**config.mk**
```make
export PLATFORM = sky130hd
export DESIGN_NAME = jtframe_lfbuf_sched
export DESIGN_NICKNAME = d
export VERILOG_FILES = /design/src/rtl/jtframe_lfbuf_sched.sv
export SDC_FILE = /design/constraint.sdc
export NUM_CORES = 1
export LEC_CHECK = 0
export ABC_AREA = 1
export CAP_MARGIN = 0
export CORE_AREA = 8 8 110 112
export DETAILED_ROUTE_END_ITERATION = 10
export DIE_AREA = 0 0 118 120
export PLACE_DENSITY = 0.75
export SLEW_MARGIN = 20
export SYNTH_ARGS = -nofsm -noshare
export SYNTH_HDL_FRONTEND = slang
export SYNTH_SLANG_ARGS = --single-unit
```
**constraint.sdc**
```tcl
create_clock -name clk -period 5.2 [get_ports clk]
set_clock_uncertainty 0.15 [all_clocks]
set_input_delay 1.56 -clock clk [delete_from_list [all_inputs] [get_ports clk]]
set_output_delay 1.56 -clock clk [all_outputs]
set_load 0.02 [all_outputs]
```
**src/rtl/jtframe_lfbuf_sched.sv**
```systemverilog
// jtframe_lfbuf_sched: external-memory scheduler for the line/frame buffer.
// Copies finished core lines into the write bank and fetches the next display
// line from the opposite bank during each horizontal blank.
// Optional: define JTFRAME_LFBUF_CLR_EN to blank every displayed word by
// writing 16'h0 back to it after it is read.
module jtframe_lfbuf_sched #(
    parameter int HW = 9,
    parameter int VW = 8,
    parameter int LW = 384
) (
    input  logic             clk,
    input  logic             rst,
    input  logic             lhbl,
    input  logic             vs,
    input  logic [VW-1:0]    vrender,
    input  logic             ln_done,
    input  logic [VW-1:0]    ln_v,
    output logic             frame,
    output logic [HW-1:0]    fb_addr,
    input  logic [15:0]      fb_din,
    output logic             fb_done,
    output logic [HW-1:0]    rd_addr,
    output logic [15:0]      rd_data,
    output logic             scr_we,
    output logic             mem_req,
    output logic             mem_we,
    output logic [VW+HW:0]   mem_addr,
    output logic [15:0]      mem_wdata,
    input  logic [15:0]      mem_rdata,
    input  logic             mem_ack,
    output logic [1:0]       ovr
);

    localparam logic [HW:0] LW_C = (HW+1)'(LW);

`ifdef JTFRAME_LFBUF_CLR_EN
    typedef enum logic [2:0] {ST_IDLE, ST_WFETCH, ST_WREQ, ST_RREQ, ST_NEXT, ST_RCLR} state_t;
`else
    typedef enum logic [2:0] {ST_IDLE, ST_WFETCH, ST_WREQ, ST_RREQ, ST_NEXT} state_t;
`endif

    state_t            state_q, state_d;
    logic              srv_rd_q, srv_rd_d;     // job served by the current word
    logic              rd_rst_q, rd_rst_d;     // read restarted while a word was in flight
    logic              vs_q, lhbl_q;
    logic              frame_q, frame_d;
    logic              wr_pend_q, wr_pend_d;
    logic              rd_pend_q, rd_pend_d;
    logic              wbank_q, wbank_d;
    logic              rbank_q, rbank_d;
    logic [VW-1:0]     wline_q, wline_d;
    logic [VW-1:0]     rline_q, rline_d;
    logic [HW:0]       wc_q, wc_d;
    logic [HW:0]       rc_q, rc_d;
    logic              fb_done_q, fb_done_d;
    logic [HW-1:0]     rd_addr_q, rd_addr_d;
    logic [15:0]       rd_data_q, rd_data_d;
    logic              scr_we_q, scr_we_d;
    logic              mem_req_q, mem_req_d;
    logic              mem_we_q, mem_we_d;
    logic [VW+HW:0]    mem_addr_q, mem_addr_d;
    logic [15:0]       mem_wdata_q, mem_wdata_d;
    logic [1:0]        ovr_q, ovr_d;
    logic              lhbl_fall, vs_rise;

    assign lhbl_fall = lhbl_q & ~lhbl;
    assign vs_rise   = vs & ~vs_q;

    assign frame     = frame_q;
    assign fb_addr   = wc_q[HW-1:0];
    assign fb_done   = fb_done_q;
    assign rd_addr   = rd_addr_q;
    assign rd_data   = rd_data_q;
    assign scr_we    = scr_we_q;
    assign mem_req   = mem_req_q;
    assign mem_we    = mem_we_q;
    assign mem_addr  = mem_addr_q;
    assign mem_wdata = mem_wdata_q;
    assign ovr       = ovr_q;

    // State register and all job/bus registers; reset abandons any transaction
    always_ff @(posedge clk or posedge rst) begin
        if (rst) begin
            state_q     <= ST_IDLE;
            srv_rd_q    <= 1'b0;
            rd_rst_q    <= 1'b0;
            vs_q        <= 1'b0;
            lhbl_q      <= 1'b0;
            frame_q     <= 1'b0;
            wr_pend_q   <= 1'b0;
            rd_pend_q   <= 1'b0;
            wbank_q     <= 1'b0;
            rbank_q     <= 1'b0;
            wline_q     <= '0;
            rline_q     <= '0;
            wc_q        <= '0;
            rc_q        <= '0;
            fb_done_q   <= 1'b0;
            rd_addr_q   <= '0;
            rd_data_q   <= '0;
            scr_we_q    <= 1'b0;
            mem_req_q   <= 1'b0;
            mem_we_q    <= 1'b0;
            mem_addr_q  <= '0;
            mem_wdata_q <= '0;
            ovr_q       <= '0;
        end else begin
            state_q     <= state_d;
            srv_rd_q    <= srv_rd_d;
            rd_rst_q    <= rd_rst_d;
            vs_q        <= vs;
            lhbl_q      <= lhbl;
            frame_q     <= frame_d;
            wr_pend_q   <= wr_pend_d;
            rd_pend_q   <= rd_pend_d;
            wbank_q     <= wbank_d;
            rbank_q     <= rbank_d;
            wline_q     <= wline_d;
            rline_q     <= rline_d;
            wc_q        <= wc_d;
            rc_q        <= rc_d;
            fb_done_q   <= fb_done_d;
            rd_addr_q   <= rd_addr_d;
            rd_data_q   <= rd_data_d;
            scr_we_q    <= scr_we_d;
            mem_req_q   <= mem_req_d;
            mem_we_q    <= mem_we_d;
            mem_addr_q  <= mem_addr_d;
            mem_wdata_q <= mem_wdata_d;
            ovr_q       <= ovr_d;
        end
    end

    // Next-state logic: word sequencing first, then job latching, which wins
    always_comb begin
        state_d     = state_q;
        srv_rd_d    = srv_rd_q;
        rd_rst_d    = rd_rst_q;
        frame_d     = frame_q;
        wr_pend_d   = wr_pend_q;
        rd_pend_d   = rd_pend_q;
        wbank_d     = wbank_q;
        rbank_d     = rbank_q;
        wline_d     = wline_q;
        rline_d     = rline_q;
        wc_d        = wc_q;
        rc_d        = rc_q;
        fb_done_d   = 1'b0;
        rd_addr_d   = rd_addr_q;
        rd_data_d   = rd_data_q;
        scr_we_d    = 1'b0;
        mem_req_d   = mem_req_q;
        mem_we_d    = mem_we_q;
        mem_addr_d  = mem_addr_q;
        mem_wdata_d = mem_wdata_q;
        ovr_d       = ovr_q;

        if (vs_rise) frame_d = ~frame_q;

        case (state_q)
            ST_IDLE: begin
                if (rd_pend_q) begin
                    state_d    = ST_RREQ;
                    srv_rd_d   = 1'b1;
                    rd_rst_d   = 1'b0;
                    mem_req_d  = 1'b1;
                    mem_we_d   = 1'b0;
                    mem_addr_d = {rbank_q, rline_q, rc_q[HW-1:0]};
                end else if (wr_pend_q) begin
                    state_d  = ST_WFETCH;
                    srv_rd_d = 1'b0;
                end
            end
            ST_WFETCH: begin
                // fb_addr has followed wc since before IDLE, so fb_din is settled
                state_d     = ST_WREQ;
                mem_req_d   = 1'b1;
                mem_we_d    = 1'b1;
                mem_addr_d  = {wbank_q, wline_q, wc_q[HW-1:0]};
                mem_wdata_d = fb_din;
            end
            ST_WREQ: begin
                if (mem_ack) begin
                    mem_req_d = 1'b0;
                    state_d   = ST_NEXT;
                end
            end
            ST_RREQ: begin
                if (mem_ack) begin
                    // Screen address comes from the issued request, not rc,
                    // so a restart during the access cannot misplace the word
                    scr_we_d  = 1'b1;
                    rd_data_d = mem_rdata;
                    rd_addr_d = mem_addr_q[HW-1:0];
                    mem_req_d = 1'b0;
`ifdef JTFRAME_LFBUF_CLR_EN
                    state_d     = ST_RCLR;
                    mem_we_d    = 1'b1;
                    mem_wdata_d = '0;
`else
                    state_d   = ST_NEXT;
`endif
                end
            end
`ifdef JTFRAME_LFBUF_CLR_EN
            ST_RCLR: begin
                // One idle clock separates the read ack from the clear request
                if (!mem_req_q) begin
                    mem_req_d = 1'b1;
                end else if (mem_ack) begin
                    mem_req_d = 1'b0;
                    state_d   = ST_NEXT;
                end
            end
`endif
            ST_NEXT: begin
                state_d = ST_IDLE;
                if (srv_rd_q) begin
                    if (!rd_rst_q) begin
                        rc_d = rc_q + 1'b1;
                        if (rc_d == LW_C) rd_pend_d = 1'b0;
                    end
                end else begin
                    wc_d = wc_q + 1'b1;
                    if (wc_d == LW_C) begin
                        wr_pend_d = 1'b0;
                        fb_done_d = 1'b1;
                    end
                end
            end
            default: state_d = ST_IDLE;
        endcase

        if (lhbl_fall) begin
            ovr_d[1]  = ovr_q[1] | rd_pend_q;
            rd_rst_d  = rd_pend_q;
            rd_pend_d = 1'b1;
            rline_d   = vrender;
            rbank_d   = ~frame_q;
            rc_d      = '0;
        end

        if (ln_done) begin
            if (wr_pend_q) begin
                ovr_d[0] = 1'b1;
            end else begin
                wr_pend_d = 1'b1;
                wline_d   = ln_v;
                wbank_d   = frame_q;
                wc_d      = '0;
            end
        end
    end

endmodule

```
==> qor.txt, run 1 <==
Status: complete, no violations
Sum of negative setup slack: 0 ns
Post-synthesis sequential area ratio: 57.2%
Clock Sink Count: 113
I/O pin cnt: 129
Synth area leaders: dfrtp_1 (57%), nand2_1 (19%), inv_1 (4.0%)
Max-slew violation count: 0
Final non-filler cell total: 861
Total number of vias: 4277
Flop pwr share: 32.8%
Met3 usage: 7.61%
Internal power: 2.67 mW
Vias/cell: 4.97
Initial antenna violation count: 0
Max_slew headroom: 49.0%
Clock H-tree levels: 4
Clock root cell: clkbuf_8
Seq cells post-synth: 113
Placed cells: 829
M1 GR Usage: 22.8%
Die X: 118 um
Number of global-route vias before repair: 4307
GRT overflow: 0
Largest net degree at the start of global routing: 60
Total power: 4.28 mW
Switching power total: 1.61 mW
Row cnt: 38
Drt initial violations: 302
Final Hold Fails: 0
Synth cell types: 33
Slowest CP cell: clkdlybuf4s50_1
Max cap viols: 0
Crit path buffers/inverters: 1
Leak Pwr: 3.28 nW
CTS tree: built
Fin area: 6860 um2
Cells after Synth: 588
Worst Path Max Fanout: 7
IO buf count: 128
Async SR Flop Fraction: 100%
Layout net count: 764
Die area: 14200 um2
CP required: 3.49 ns
CP Capture Type: output pin
Most common cell in the netlist: nand2_1
Layout area overhead: 38.9%
Final setup violation count: 0
Top cells by count, synth: nand2_1 (248), dfrtp_1 (113), inv_1 (53), nor2_1 (27), o21ai_0 (27)
Max rail drop VDD: 0.000295 V
Wire per inst: 14.7 um
Cts bufs inserted: 17
Post-Syn Area per Cell: 8.41 um2
Most used routing layer: met2
GR Util met2: 27.6%
Post-CTS sizing: 0
Crit share post-route: 64.7%
Clk Latency, worst-skew pair: 0.51 ns
Power per cell area: 623 nW/um2
Cell family with most CP delay: buffers and inverters
Placed inst area: 6250 um2
Fmax: 297 MHz
Total GRT Usage: 18.2%
Die Y: 120 um
Crit path DAT: 1.66 ns
Largest buffer count on any clock path: 2
1st-pass router iterations: 4
ANT nets after route: 0
Post-synth EDFFs: 0
Fin crit period: 3.37 ns
DRT Wirelength: 12.6 mm
First-pass GRT wire length: 21.1 mm
Crit Path Category: flop to output pin
Sw frac: 37.6%
Setup bufs post-CTS: 0
DP HPWL: 8.89 mm
ANT cells: 0
Clk slew on worst S/H paths: 0.06 ns
Gate power share: 39.5%
Hold crit path type: flop to flop
Worst-Margin Slew: 0.762 ns
CTS Hold Buffers Added: 0
Gpl congestion: 0.840
Leading area contributor after synthesis: dfrtp_1
Clk pwr share: 27.7%
Cell Chain, Critical Path: clkdlybuf4s50_1
Slowest stage delay, CP: 0.68 ns
Yosys top cell area share: 57.2%
Hold WS: 0.327 ns
Ys Warns: 0
Syn nets: 644
RSZ-0062 raised after global routing: false
Mapped Area: 4940 um2
Startpoint Class: flop
Main synth FF type: dfrtp_1
Area of the core: 10500 um2
# DRC: 0
Share of post-route cells with drive strength above 1: 6.52%
Initial core utilization: 47.0%
-- cells in the final DEF, fill, tap and decap left out, drive strengths merged --
master         instances
o21bai                 2
o211ai                11
clkbuf                18
xor2                   2
inv                   57
clkinvlp               5
or2                    1
nand3                 17
o21ai                 36
a21o                   1
xnor2                  1
o22ai                  5
clkinv                 6
nor3                   1
o31ai                  1
ha                     2
nor2                  32
nand2                251
nand4                  4
nand3b                 2
dfrtp                113
bufinv                 4
clkdlybuf4s50        128
a21oi                 11
a31oi                  9
buf                    1
-- sequential cells by signal (all words and copies together), names as in the netlist, 2 cells and up --
register   flops
mem_addr      18
mem_wdata     16
rd_data       16
rc_q          10
wc_q          10
rd_addr        9
rline_q        8
wline_q        8
state_q        3
ovr            2
-- layer usage --
metal	wire [um]	vias to the layer above	share of wire, %
met5	0	-	0
li1	-	2086	-
met1	5540	2001	44
met2	5740	174	45
met4	194	0	1.5
met3	1170	16	9.3
-- power by group through the flow --
stage	Sequential (mW)	Clock (mW)	Combinational, mW
6_report	1.40	1.19	1.69
5_1_grt	1.45	1.24	1.85
4_1_cts	1.40	1.20	1.71
3_5_place_dp	1.41	0	1.69
3_3_place_gp	1.40	0	1.66
2_1_floorplan	1.65	0	0.751
-- final cells by class --
type | count | area (um2)
Fill cell | 842 | 3640
Inverter | 58 | 225
Tap cell | 140 | 175
Clock inverter | 14 | 190
Multi-Input combinational cell | 389 | 1730
Timing Repair Buffer | 129 | 1300
Sequential cell | 113 | 2830
Clock buffer | 18 | 418
-- metrics by stage --
stage               setup WS (ns)  utilization (%)
finish                       1.83             65.3
global route                 1.77             65.3
CTS                          1.81             65.3
detailed placement           1.54             59.5
global placement             1.60             59.5
floorplan                   0.503                -
-- cell families (layout without fill, tap and decap cells) --
logic type | count (synthesis) | count (layout) | synth area share (%)
AOI/OAI and AO/OA | 76 | 76 | 8.81
xor gates and xnor gates | 3 | 3 | 0.532
adders and majority gates | 2 | 2 | 0.506
buffers and inverters | 86 | 219 | 7.87
DFF | 113 | 113 | 57.2
and+or+nand+nor | 308 | 308 | 25.1
-- worst paths after layout --
path,start,endpoint,slack (ns),cells past startpoint
worst max-delay path,wc_q[2]$_DFF_PP0_,fb_addr[2],1.83,1
worst min register to register,mem_wdata[5]$_DFFE_PP0P_,mem_wdata[5]$_DFFE_PP0P_,0.33,2
worst max register to register,state_q[2]$_DFFE_PP0P_,mem_addr[0]$_DFFE_PP0P_,2.54,7
worst min-delay path,mem_wdata[5]$_DFFE_PP0P_,mem_wdata[5]$_DFFE_PP0P_,0.33,2
max in group asynchronous,rst,rc_q[0]$_DFFE_PP0P_,2.76,3
min in group asynchronous,rst,rd_data[8]$_DFFE_PP0P_,1.39,2
(Power assumes the default switching activity.)
==> inputs of run 2 (changes only) <==
clock period = 3.1 ns   (was 5.2 ns; I/O delays follow)
==> run 2 against run 1 <==
Effect of this change:
- non-clock buffer count grew 7
- final cell count grew 0.58%
- worst setup slack lost 1.5 ns
- die area is the same
- clock-buffer cell count grew 3
- combinational power grew 67%
- final area grew 1.2%
- flip-flop and latch count is the same
- critical endpoint unchanged
- largest power group unchanged
- highest routed layer unchanged
==> qor.txt, run 2 (synthesis gave the netlist of run 1 again) <==
Largest buffer count on any clock path: 2 (unchanged)
Total power: 7.28 mW (was 4.28 mW)
Most frequent cells in the layout: nand2_1 (248), clkdlybuf4s50_1 (128), dfrtp_1 (113) (unchanged)
Number of global-route vias before repair: 4286 (was 4307)
Clk slew on worst S/H paths: 0.06 ns (about the same)
Final non-filler cell total: 866 (was 861)
Layout area overhead: 40.6% (was 38.9%)
Cell family with most CP delay: buffers and inverters (unchanged)
Fin crit period: 2.73 ns
Clock H-tree levels: 4 (unchanged)
Power per cell area: 1050 nW/um2 (was 623 nW/um2)
Die X: 118 um (unchanged)
Die area: 14200 um2 (unchanged)
ANT cells: 0 (unchanged)
Fmax: 366 MHz
Clk Latency, worst-skew pair: 0.50 ns (was 0.51 ns)
DP HPWL: 9.01 mm (was 8.89 mm)
Final setup violation count: 0 (unchanged)
Commonest non-fill, non-tap cell in the layout: nand2_1 (unchanged)
Initial antenna violation count: 0 (unchanged)
PnR worst setup slack: 0.371 ns (was 1.83 ns)
Crit path DAT: 1.65 ns (was 1.66 ns)
Max-slew violation count: 0 (unchanged)
Slowest CP cell: clkdlybuf4s50_1 (unchanged)
Total GRT Usage: 18.3% (was 18.2%)
IO buf count: 128 (unchanged)
Crit Path Category: flop to output pin (unchanged)
Share of post-route cells with drive strength above 1: 7.16% (was 6.52%)
Largest register FFs: 18 (unchanged)
Largest net degree at the start of global routing: 74 (was 60)
Leak Pwr: 3.34 nW (was 3.28 nW)
DRT Wirelength: 12.5 mm (was 12.6 mm)
I/O pin cnt: 129 (unchanged)
Slowest stage delay, CP: 0.69 ns (was 0.68 ns)
Initial core utilization: 47.0% (unchanged)
Max_slew headroom: 64.6% (was 49.0%)
CP required: 2.02 ns (was 3.49 ns)
Startpoint Class: flop (unchanged)
Post-CTS sizing: 0 (unchanged)
Setup WS pre-CTS: 0.623 ns (was 1.54 ns)
CP Capture Type: output pin (unchanged)
ANT nets after route: 0 (unchanged)
1st-pass router iterations: 4 (unchanged)
Gpl congestion: 0.810 (was 0.840)
GRT overflow: 0 (unchanged)
Drt initial violations: 182 (was 302)
# DRC: 0 (unchanged)
Crit share post-route: 88.0%
Cell Chain, Critical Path: clkdlybuf4s50_1 (unchanged)
Max cap viols: 0 (unchanged)
Wire per inst: 14.5 um (was 14.7 um)
Max rail drop VDD: 0.000622 V (was 0.000295 V)
Worst-Margin Slew: 0.530 ns (was 0.762 ns)
Clock Sink Count: 113 (unchanged)
CTS Hold Buffers Added: 0 (unchanged)
RSZ-0062 raised after global routing: false (unchanged)
Layout net count: 771 (was 764)
Final Hold Fails: 0 (unchanged)
Die Y: 120 um (unchanged)
Vias/cell: 4.92 (was 4.97)
Area of the core: 10500 um2 (unchanged)
Hold crit path type: flop to flop (unchanged)
CTS tree: built (unchanged)
Status: complete, no violations (unchanged)
First-pass GRT wire length: 21.1 mm (about the same)
Clock root cell: clkbuf_8 (unchanged)
Placed cells: 836 (was 829)
Cts bufs inserted: 17 (unchanged)
Crit path buffers/inverters: 1 (unchanged)
Sum of negative setup slack: 0 ns (unchanged)
Setup bufs post-CTS: 0 (unchanged)
Total number of vias: 4261 (was 4277)
Worst Path Max Fanout: 7 (unchanged)
Row cnt: 38 (unchanged)
[run 2: cell count changes in the layout (fill, tap and decap cells not counted)]
cell and delta:
buf_4 +7, clkinv_2 -2, clkinvlp_4 -3, clkbuf_8 +3, inv_4 -1, bufinv_16 +1
[run 2: final timing paths]
kind,startpoint,endpoint,slack [ns],depth (start not counted)
max,wc_q[2]$_DFF_PP0_,fb_addr[2],0.37,1
min in group asynchronous,rst,rd_data[0]$_DFFE_PP0P_,0.59,2
max reg2reg,state_q[2]$_DFFE_PP0P_,mem_addr[2]$_DFFE_PP0P_,1.27,7
max in group asynchronous,rst,lhbl_q$_DFF_PP0_,1.53,3
min,wline_q[2]$_DFFE_PP0P_,wline_q[2]$_DFFE_PP0P_,0.32,2
min reg2reg,wline_q[2]$_DFFE_PP0P_,wline_q[2]$_DFFE_PP0P_,0.32,2
[run 2: power breakdown]
group	total, mW	switching [mW]	internal, mW
Sequential	2.35	0.361	1.99
Combinational	2.83	1.63	1.20
Clock	2.10	0.657	1.44
[run 2: layout make-up]
class | count | area, um2
tap | 140 | 175
clock buffer | 21 | 459
inverter | 58 | 226
timing repair buffer | 136 | 1350
clock inverter | 9 | 180
multi-input combinational | 389 | 1730
sequential | 113 | 2830
fill | 836 | 3560
[run 2: routing by layer]
metal  part of all wire [%]  track usage (%)
met4                    1.5             6.57
met1                     44             22.3
met2                     46             28.4
met5                      0                0
met3                    8.9             7.89
[run 2: through the flow]
stage          cell area [um2]  util, %  hold WS (ns)
2_1_floorplan             4950        -         0.292
3_3_place_gp              6310     60.0         0.290
3_5_place_dp              6310     60.0         0.312
4_1_cts                   6950     66.1         0.326
5_1_grt                   6950     66.1         0.344
6_report                  6950     66.1         0.323
==> inputs of run 3 (changes only) <==
CAP_MARGIN = not set   (was 0)
SLEW_MARGIN = not set   (was 20)
==> results of run 3 <==
No change in the layout: final DEF, timing and power equal those of run 2.
